`config.mk`:
```
export PLATFORM = sky130hd
export DESIGN_NAME = mmss_timer_ctrl
export DESIGN_NICKNAME = d
export VERILOG_FILES = /design/src/rtl/timer_pkg.sv /design/src/rtl/mmss_timer_ctrl_bcd_digit.sv /design/src/rtl/mmss_timer_ctrl.sv
export SDC_FILE = /design/constraint.sdc
export NUM_CORES = 1
export LEC_CHECK = 0
export BUFFER_PORTS_ARGS = -buffer_cell sky130_fd_sc_hd__buf_2
export CAP_MARGIN = 20
export CORE_MARGIN = 3
export CORE_UTILIZATION = 40
export DETAILED_ROUTE_END_ITERATION = 12
export SKIP_CTS_REPAIR_TIMING = 1
export SLEW_MARGIN = 40
export SYNTH_ARGS = -nofsm -noshare
export SYNTH_HDL_FRONTEND = slang
export SYNTH_SLANG_ARGS = --single-unit
```
`constraint.sdc`:
```
create_clock -name clk -period 3.1 [get_ports clk]
set_clock_uncertainty 0.05 [all_clocks]
set_input_delay 0.31 -clock clk [delete_from_list [all_inputs] [get_ports clk]]
set_output_delay 0.31 -clock clk [all_outputs]
set_load 0.01 [all_outputs]
```
`src/rtl/timer_pkg.sv`:
```
`default_nettype none
// ============================================================================
//  Module      : timer_pkg
//  Description : Shared types and constants for the mm:ss timer controller.
//                - state_e   : controller state encoding (IDLE/RUN/SET_MIN/SET_SEC)
//                - DIG_MAX_* : largest legal value of a units / tens BCD digit
//  Revision    : 1.0 - initial release
// ============================================================================
package timer_pkg;

  typedef enum logic [1:0] {
    IDLE    = 2'd0,
    RUN     = 2'd1,
    SET_MIN = 2'd2,
    SET_SEC = 2'd3
  } state_e;

  localparam int DIG_MAX_LO = 9;
  localparam int DIG_MAX_HI = 5;

endpackage : timer_pkg
`default_nettype wire

```
`src/rtl/mmss_timer_ctrl_bcd_digit.sv`:
```
`default_nettype none
// ============================================================================
//  Module      : bcd_digit
//  Description : One BCD counter digit counting 0..MOD-1 and wrapping to 0.
//                Digits are chained through co_o to form a multi-digit counter.
//  Ports       : clk       - system clock, rising edge
//                rst_n     - synchronous active-low reset
//                clr_i     - synchronous clear to 0 (dominates inc_i)
//                inc_i     - advance the digit by one
//                digit_o   - registered digit value
//                co_o      - carry out: inc_i while the digit is at MOD-1
//  Revision    : 1.0 - initial release
// ============================================================================
module bcd_digit #(
  parameter int MOD = 10
) (
  input  logic       clk,
  input  logic       rst_n,
  input  logic       clr_i,
  input  logic       inc_i,
  output logic [3:0] digit_o,
  output logic       co_o
);

  localparam logic [3:0] LAST = 4'(MOD - 1);

  logic [3:0] digit_q;
  logic [3:0] digit_d;
  logic       at_last;

  assign at_last = (digit_q == LAST);

  always_comb begin
    digit_d = digit_q;
    if (clr_i) begin
      digit_d = 4'd0;
    end else if (inc_i) begin
      digit_d = at_last ? 4'd0 : digit_q + 4'd1;
    end
  end

  always_ff @(posedge clk) begin
    if (!rst_n) begin
      digit_q <= 4'd0;
    end else begin
      digit_q <= digit_d;
    end
  end

  assign digit_o = digit_q;
  assign co_o    = inc_i && at_last;

endmodule : bcd_digit
`default_nettype wire

```
`src/rtl/mmss_timer_ctrl.sv`:
```
`default_nettype none
// ============================================================================
//  Module      : mmss_timer_ctrl
//  Description : Run/pause/set controller for a BCD mm:ss timer (00:00-59:59).
//                Divides clk to a one-second tick, cascades four BCD digits
//                and implements the set-minutes / set-seconds modes driven
//                by debounced single-cycle button pulses.
//  Ports       : clk          - system clock, rising edge
//                rst_n        - synchronous active-low reset
//                btn_start_i  - toggle IDLE <-> RUN
//                btn_mode_i   - step IDLE -> SET_MIN -> SET_SEC -> IDLE
//                btn_inc_i    - increment the field being set
//                btn_clr_i    - zero the time, return to IDLE
//                sec_lo_o     - seconds units (0-9)
//                sec_hi_o     - seconds tens  (0-5)
//                min_lo_o     - minutes units (0-9)
//                min_hi_o     - minutes tens  (0-5)
//                state_o      - IDLE=0 RUN=1 SET_MIN=2 SET_SEC=3
//                rollover_o   - one-cycle pulse after the 59:59 -> 00:00 wrap
//  Revision    : 1.0 - initial release
// ============================================================================
module mmss_timer_ctrl
  import timer_pkg::*;
#(
  parameter int TICK_DIV = 50_000_000
) (
  input  logic       clk,
  input  logic       rst_n,
  input  logic       btn_start_i,
  input  logic       btn_mode_i,
  input  logic       btn_inc_i,
  input  logic       btn_clr_i,
  output logic [3:0] sec_lo_o,
  output logic [3:0] sec_hi_o,
  output logic [3:0] min_lo_o,
  output logic [3:0] min_hi_o,
  output logic [1:0] state_o,
  output logic       rollover_o
);

  localparam int             PW         = $clog2(TICK_DIV);
  localparam logic [PW-1:0]  PRESC_LAST = PW'(TICK_DIV - 1);

  state_e         state_q;
  state_e         state_d;
  logic [PW-1:0]  presc_q;
  logic [PW-1:0]  presc_d;
  logic           rollover_q;
  logic           rollover_d;

  // Prioritised button decode: only the highest-priority button acts.
  logic do_clr;
  logic do_start;
  logic do_mode;
  logic do_inc;

  assign do_clr   = btn_clr_i;
  assign do_start = btn_start_i && !btn_clr_i;
  assign do_mode  = btn_mode_i  && !btn_clr_i && !btn_start_i;
  assign do_inc   = btn_inc_i   && !btn_clr_i && !btn_start_i && !btn_mode_i;

  // A tick only advances time when clr is not also asserted.
  logic tick;
  logic tick_adv;

  assign tick     = (state_q == RUN) && (presc_q == PRESC_LAST);
  assign tick_adv = tick && !do_clr;

  // --------------------------------------------------------------------------
  // Next-state / prescaler logic
  // --------------------------------------------------------------------------
  always_comb begin
    state_d = state_q;
    if (do_clr) begin
      state_d = IDLE;
    end else begin
      unique case (state_q)
        IDLE: begin
          if (do_start)     state_d = RUN;
          else if (do_mode) state_d = SET_MIN;
        end
        RUN: begin
          if (do_start)     state_d = IDLE;
        end
        SET_MIN: begin
          if (do_mode)      state_d = SET_SEC;
        end
        SET_SEC: begin
          if (do_mode)      state_d = IDLE;
        end
        default:            state_d = IDLE;
      endcase
    end
  end

  // The prescaler only runs while staying in RUN; leaving RUN (pause or clr)
  // clears it, which discards any partial second.
  always_comb begin
    presc_d = '0;
    if ((state_q == RUN) && (state_d == RUN)) begin
      presc_d = (presc_q == PRESC_LAST) ? '0 : presc_q + PW'(1);
    end
  end

  // --------------------------------------------------------------------------
  // Digit chain
  // --------------------------------------------------------------------------
  logic sec_lo_inc;
  logic sec_lo_co;
  logic sec_hi_co;
  logic min_lo_inc;
  logic min_lo_co;
  logic min_hi_co;

  assign sec_lo_inc = tick_adv || ((state_q == SET_SEC) && do_inc);

  // The seconds-tens carry only reaches the minutes while running, so
  // setting seconds wraps 59 -> 00 without touching the minutes.
  assign min_lo_inc = (sec_hi_co && tick_adv) || ((state_q == SET_MIN) && do_inc);

  // The minutes-tens carry is only a real 59:59 wrap when it comes from a tick.
  assign rollover_d = min_hi_co && tick_adv;

  bcd_digit #(.MOD(DIG_MAX_LO + 1)) u_sec_lo (
    .clk     (clk),
    .rst_n   (rst_n),
    .clr_i   (do_clr),
    .inc_i   (sec_lo_inc),
    .digit_o (sec_lo_o),
    .co_o    (sec_lo_co)
  );

  bcd_digit #(.MOD(DIG_MAX_HI + 1)) u_sec_hi (
    .clk     (clk),
    .rst_n   (rst_n),
    .clr_i   (do_clr),
    .inc_i   (sec_lo_co),
    .digit_o (sec_hi_o),
    .co_o    (sec_hi_co)
  );

  bcd_digit #(.MOD(DIG_MAX_LO + 1)) u_min_lo (
    .clk     (clk),
    .rst_n   (rst_n),
    .clr_i   (do_clr),
    .inc_i   (min_lo_inc),
    .digit_o (min_lo_o),
    .co_o    (min_lo_co)
  );

  bcd_digit #(.MOD(DIG_MAX_HI + 1)) u_min_hi (
    .clk     (clk),
    .rst_n   (rst_n),
    .clr_i   (do_clr),
    .inc_i   (min_lo_co),
    .digit_o (min_hi_o),
    .co_o    (min_hi_co)
  );

  // --------------------------------------------------------------------------
  // Registers
  // --------------------------------------------------------------------------
  always_ff @(posedge clk) begin
    if (!rst_n) begin
      state_q    <= IDLE;
      presc_q    <= '0;
      rollover_q <= 1'b0;
    end else begin
      state_q    <= state_d;
      presc_q    <= presc_d;
      rollover_q <= rollover_d;
    end
  end

  assign state_o    = state_q;
  assign rollover_o = rollover_q;

endmodule : mmss_timer_ctrl
`default_nettype wire

```
## After elaboration in Yosys (flattened, before gate mapping)

Cells that the tools add are included.

| word-level totals | value |
|---|---|
| register bits | 45 |

| operators by class | value |
|---|---|
| bitwise operators | 2 |
| $add $sub $neg | 5 |
| mux-type cells | 11 |
| equality and inequality tests | 9 |
| reduce and logical (&&, ||, !) cells | 25 |

Operator list:

| operator | number |
|---|---|
| $add A26 B1 Y26 const B | 1 |
| $eq A26 B26 Y1 const B | 1 |
| $logic_and A1 B1 Y1 | 17 |
| $add A4 B1 Y4 const B | 4 |
| $mux W4 | 4 |
| $mux W2 | 6 |
| $eq A4 B3 Y1 const B | 2 |
| $eq A4 B4 Y1 const B | 2 |
| $pmux W2 S4 | 1 |
| $eq A2 B1 Y1 const B | 2 |
| $eq A2 B2 Y1 const B | 2 |
| $logic_not A1 Y1 | 3 |
| $reduce_or A3 Y1 | 1 |
| $logic_not A2 Y1 | 1 |
| $logic_or A1 B1 Y1 | 2 |
| $not A1 Y1 | 2 |
| $reduce_or A2 Y1 | 1 |

## Depth between registers and ports, before layout

| logic depth | value |
|---|---|
| depth after elaboration | 13 |
| gate-level depth with buffers | 8 |
| mapped depth without buffers | 6 |

## Cells and area by module

A second synthesis with hierarchy kept.

| unflattened totals | value |
|---|---|
| cell total of the unflattened synthesis | 245 |
| area, all modules | 2183.3 µm² |

By module, submodules not included:

| module | cells an instance | area each (µm²) | times used |
|---|---|---|---|
| mmss_timer_ctrl | 163 | 1442.6 | 1 |
| bcd_digit (u_min_lo ...) | 21 | 187.7 | 2 |
| bcd_digit (u_min_hi ...) | 20 | 182.7 | 2 |

## Worst setup path after synthesis

No wires, ideal clock.

| path | value |
|---|---|
| path kind | register to register |
| from | reg presc_q[0] |
| to | reg u_sec_hi.digit_q[3], in the netlist u_sec_hi.digit_o[3] |
| stages on the path, launching flop included | 8 |
| data required time | 2934 ps |
| library setup time | 116 ps |
| slack | 1189 ps |
| data arrival time | 1746 ps |
| cells stage by stage | dfxtp_1 > ha_1 > and3_1 > buf_2 > and4_4 > a21oi_2 > or4_1 > a31o_1 |

| between the ends | value |
|---|---|
| longest elaborated chain between the ends | 5 |

Ends and longest elaborated chain:

| item | RTL line | source |
|---|---|---|
| start, declared | mmss_timer_ctrl.sv:46 | `logic [PW-1:0] presc_q;` |
| start signal, assigned | mmss_timer_ctrl.sv:170 | `presc_q <= presc_d;` |
| $eq A26 B26 Y1 | mmss_timer_ctrl.sv:66 | `assign tick = (state_q == RUN) && (presc_q == PRESC_LAST);` |
| $logic_and A1 B1 Y1 | mmss_timer_ctrl.sv:66 |  |
| $logic_and A1 B1 Y1 | mmss_timer_ctrl.sv:67 | `assign tick_adv = tick && !do_clr;` |
| $logic_or A1 B1 Y1 | mmss_timer_ctrl.sv:115 | `assign sec_lo_inc = tick_adv \|\| ((state_q == SET_SEC) && do_inc);` |
| $logic_and A1 B1 Y1 | mmss_timer_ctrl_bcd_digit.sv:51 | `assign co_o = inc_i && at_last;` |
| end signal, assigned | mmss_timer_ctrl_bcd_digit.sv:46 | `digit_q <= digit_d;` |
| end, declared | mmss_timer_ctrl_bcd_digit.sv:27 | `logic [3:0] digit_q;` |

No other way between the ends.
A chain may end at the register's enable or synchronous reset.

## Final worst setup path

Ends and elaborated chain as after synthesis.

==> out/results.ini <==
[setup_path]
worstReg2RegStart=presc_q[0]$_SDFF_PP0_
endpoint_kind=flip-flop
startpoint_type=flip-flop
r2r_cells=6
r2r_slack_ns=0.94
timing_worst_setup_path_type=reg2reg
cp_data_required_time_ns=3.25
critPathMaxFanout=15
crit_arrival_ns=2.31
r2r_end=u_sec_hi.digit_o[3]$_SDFFE_PP0N_

[finish]
drive_above_1_share_pct=15.7
syn2layout_area_growth_pct=14.1
fin_nets=293
diodes=0
fillCellCount=520

[min_path]
min_path_type=in2reg
timing.hold.worst_endpoint=rollover_o$_SDFF_PN0_
holdPathStages=3
hold_start=rst_n

[sta]
worst_pin_slew_ns=0.557
post-route-period-util_pct=69.8
setup_viol_count_final=0
grt_setup_unrepaired=no
hold_violations=0
setup-tns-final_ns=0
drv_slew=0
slew_headroom_pct=62.9
period_needed_ns=2.16
fmax_mhz=462

[global_routing]
grt-ovfl-total=0
antenna_found_initial=0
grt_pass1_vias=1755
grt_pass1_wl_um=7950
grtUsageTotal_pct=15.0
grt_max_degree=27

[clock_tree]
h-tree-depth=2
numCtsBuffers=5
clk_pin_slew_worst_paths_ns=0.09
cts_buffer_depth=2
clk_latency_ns=0.30
root_buffer=clkbuf_8
cts_tree=yes
cts.sinks=45

[synthesis]
syn_avg_cell_area_sq_um=8.59
async_flop_share_pct=0
synth_top_area_cell=dfxtp_1
synth_cells=261
synth_ff_type=dfxtp_1
synth_edf_count=0
synth_top_area_share_pct=40.2
ys_top_cells_by_area=dfxtp_1 40%, xor2_1 6.6%, nor2_1 5.5%
seq_area_frac_synth_pct=40.2
ys_types=49
synth-warning-count=0
synth-seq-cells=45
yosysMostFrequentCell=dfxtp_1
synth_common_cells=45 x dfxtp_1, 33 x nor2_1, 17 x xor2_1
synth_nets=268
synth_area_sq_mm=0.00224

[route]
vias=1931
drtIter0Drc=72
drc=0
wl_um=4600
routed_via_density=5.41
drtAntennaViolNets=0
drt_pre_antenna_iters=4
wire_per_inst_um=12.9

[floorplanning]
core_area_sq_mm=0.00527
fp.dieArea_sq_mm=0.00654
fp.dieH_um=80.9
ios=25
die_width_um=80.9
rows=26
initial_core_util_pct=42.5

[placed_design]
hpwl_um=3260
numPortBuffers=24
routabilityCongestion=0.782

[power_and_ir_drop]
power.total_mw=1.13
p_leak_nw=0.872
p_per_area_mw_per_mm2=440
ir_drop_mv=0.244

[outcome]
status=completed

[run]
drv_cap=0

[routing by layer]
metal / up-vias / track usage (%) / wire [um]
met5: - / 0 / 0
met4: 0 / 4.05 / 46
met3: 7 / 3.55 / 178
met2: 30 / 24.3 / 2150
met1: 906 / 20.1 / 2220
li1: 988 / - / -
[cells in the final DEF, fill, tap and decap left out, drive strengths merged, types with 4 or more instances in the layout]
cell type / Yosys / layout
a21oi: 11 / 11
and3: 6 / 6
and4: 6 / 6
buf: 7 / 28
clkbuf: 3 / 5
dfxtp: 45 / 45
inv: 9 / 9
nand2: 13 / 13
nand3: 13 / 13
nand4: 14 / 14
nor2: 33 / 33
nor2b: 6 / 6
nor3: 7 / 7
nor3b: 6 / 6
o21ai: 10 / 10
or3: 4 / 4
or4: 7 / 7
xnor2: 7 / 7
xor2: 17 / 17
[registers in the layout, summed over array words and instances, names as in the netlist]
register          count
presc_q              26
rollover_o            1
state_o               2
u_min_hi.digit_o      4
u_min_lo.digit_o      4
u_sec_hi.digit_o      4
u_sec_lo.digit_o      4
[metrics by stage]
stage	std cells	instance area [sq um]	util, %	worst slack, ns	hold slack (ns)
after floorplan	261	2240	-	1.19	0.376
after global placement	349	2420	46.0	0.964	0.391
after detailed placement	349	2420	46.0	0.935	0.402
after CTS	357	2560	48.5	0.931	0.223
after global routing	357	2560	48.5	0.813	0.243
final	357	2560	48.5	0.936	0.232
[worst max-delay path by stage]
| stage | from | cells after the start | end |
|---|---|---|---|
| CTS | presc_q[0]$_SDFF_PP0_ | 6 | u_sec_hi.digit_o[3]$_SDFFE_PP0N_ |
| detailed placement | presc_q[0]$_SDFF_PP0_ | 6 | u_sec_hi.digit_o[3]$_SDFFE_PP0N_ |
| global route | presc_q[0]$_SDFF_PP0_ | 6 | u_sec_hi.digit_o[3]$_SDFFE_PP0N_ |
| floorplan | presc_q[0]$_SDFF_PP0_ | 7 | u_sec_hi.digit_o[3]$_SDFFE_PP0N_ |
| global placement | state_o[0]$_SDFF_PN0_ | 5 | u_sec_hi.digit_o[3]$_SDFFE_PP0N_ |
| finish | presc_q[0]$_SDFF_PP0_ | 6 | u_sec_hi.digit_o[3]$_SDFFE_PP0N_ |
[kinds of logic (layout without fill, tap and decap cells)]
logic type               after synthesis  after routing  share of synthesized area [%]
AO/OA/AOI/OAI                         37             37                           10.3
XOR/XNOR                              24             24                           9.38
flip-flops                            45             45                           40.2
AND/OR/NAND/NOR                      134            134                           35.4
buffers and inverters                 20             46                           4.13
adder cells (fa/ha/maj)                1              1                          0.558
[critical path, cell delays in order (launching register included)]
cell	delay (ns)
dfxtp_1	0.37
ha_1	0.22
and3_1	0.30
and4_4	0.30
a21oi_2	0.16
or4_1	0.44
a31o_1	0.22
[cell type report]
cell class	count	area (sq um)	area share (%)
multi-input cells	196	1250	48.8
clock inverters	3	65.1	2.54
inverters	10	37.5	1.47
clock buffers	5	68.8	2.69
well taps	70	87.6	3.42
repair buffers	28	150	5.87
flip-flops and latches	45	901	35.2
[where the power goes]
group | switching (mW) | internal, mW | leakage, nW
Sequential | 0.00260 | 0.579 | 0.362
Combinational | 0.0133 | 0.00839 | 0.441
Clock | 0.203 | 0.320 | 0.0681
Total | 0.219 | 0.907 | 0.872
(Power assumes the default switching activity.)
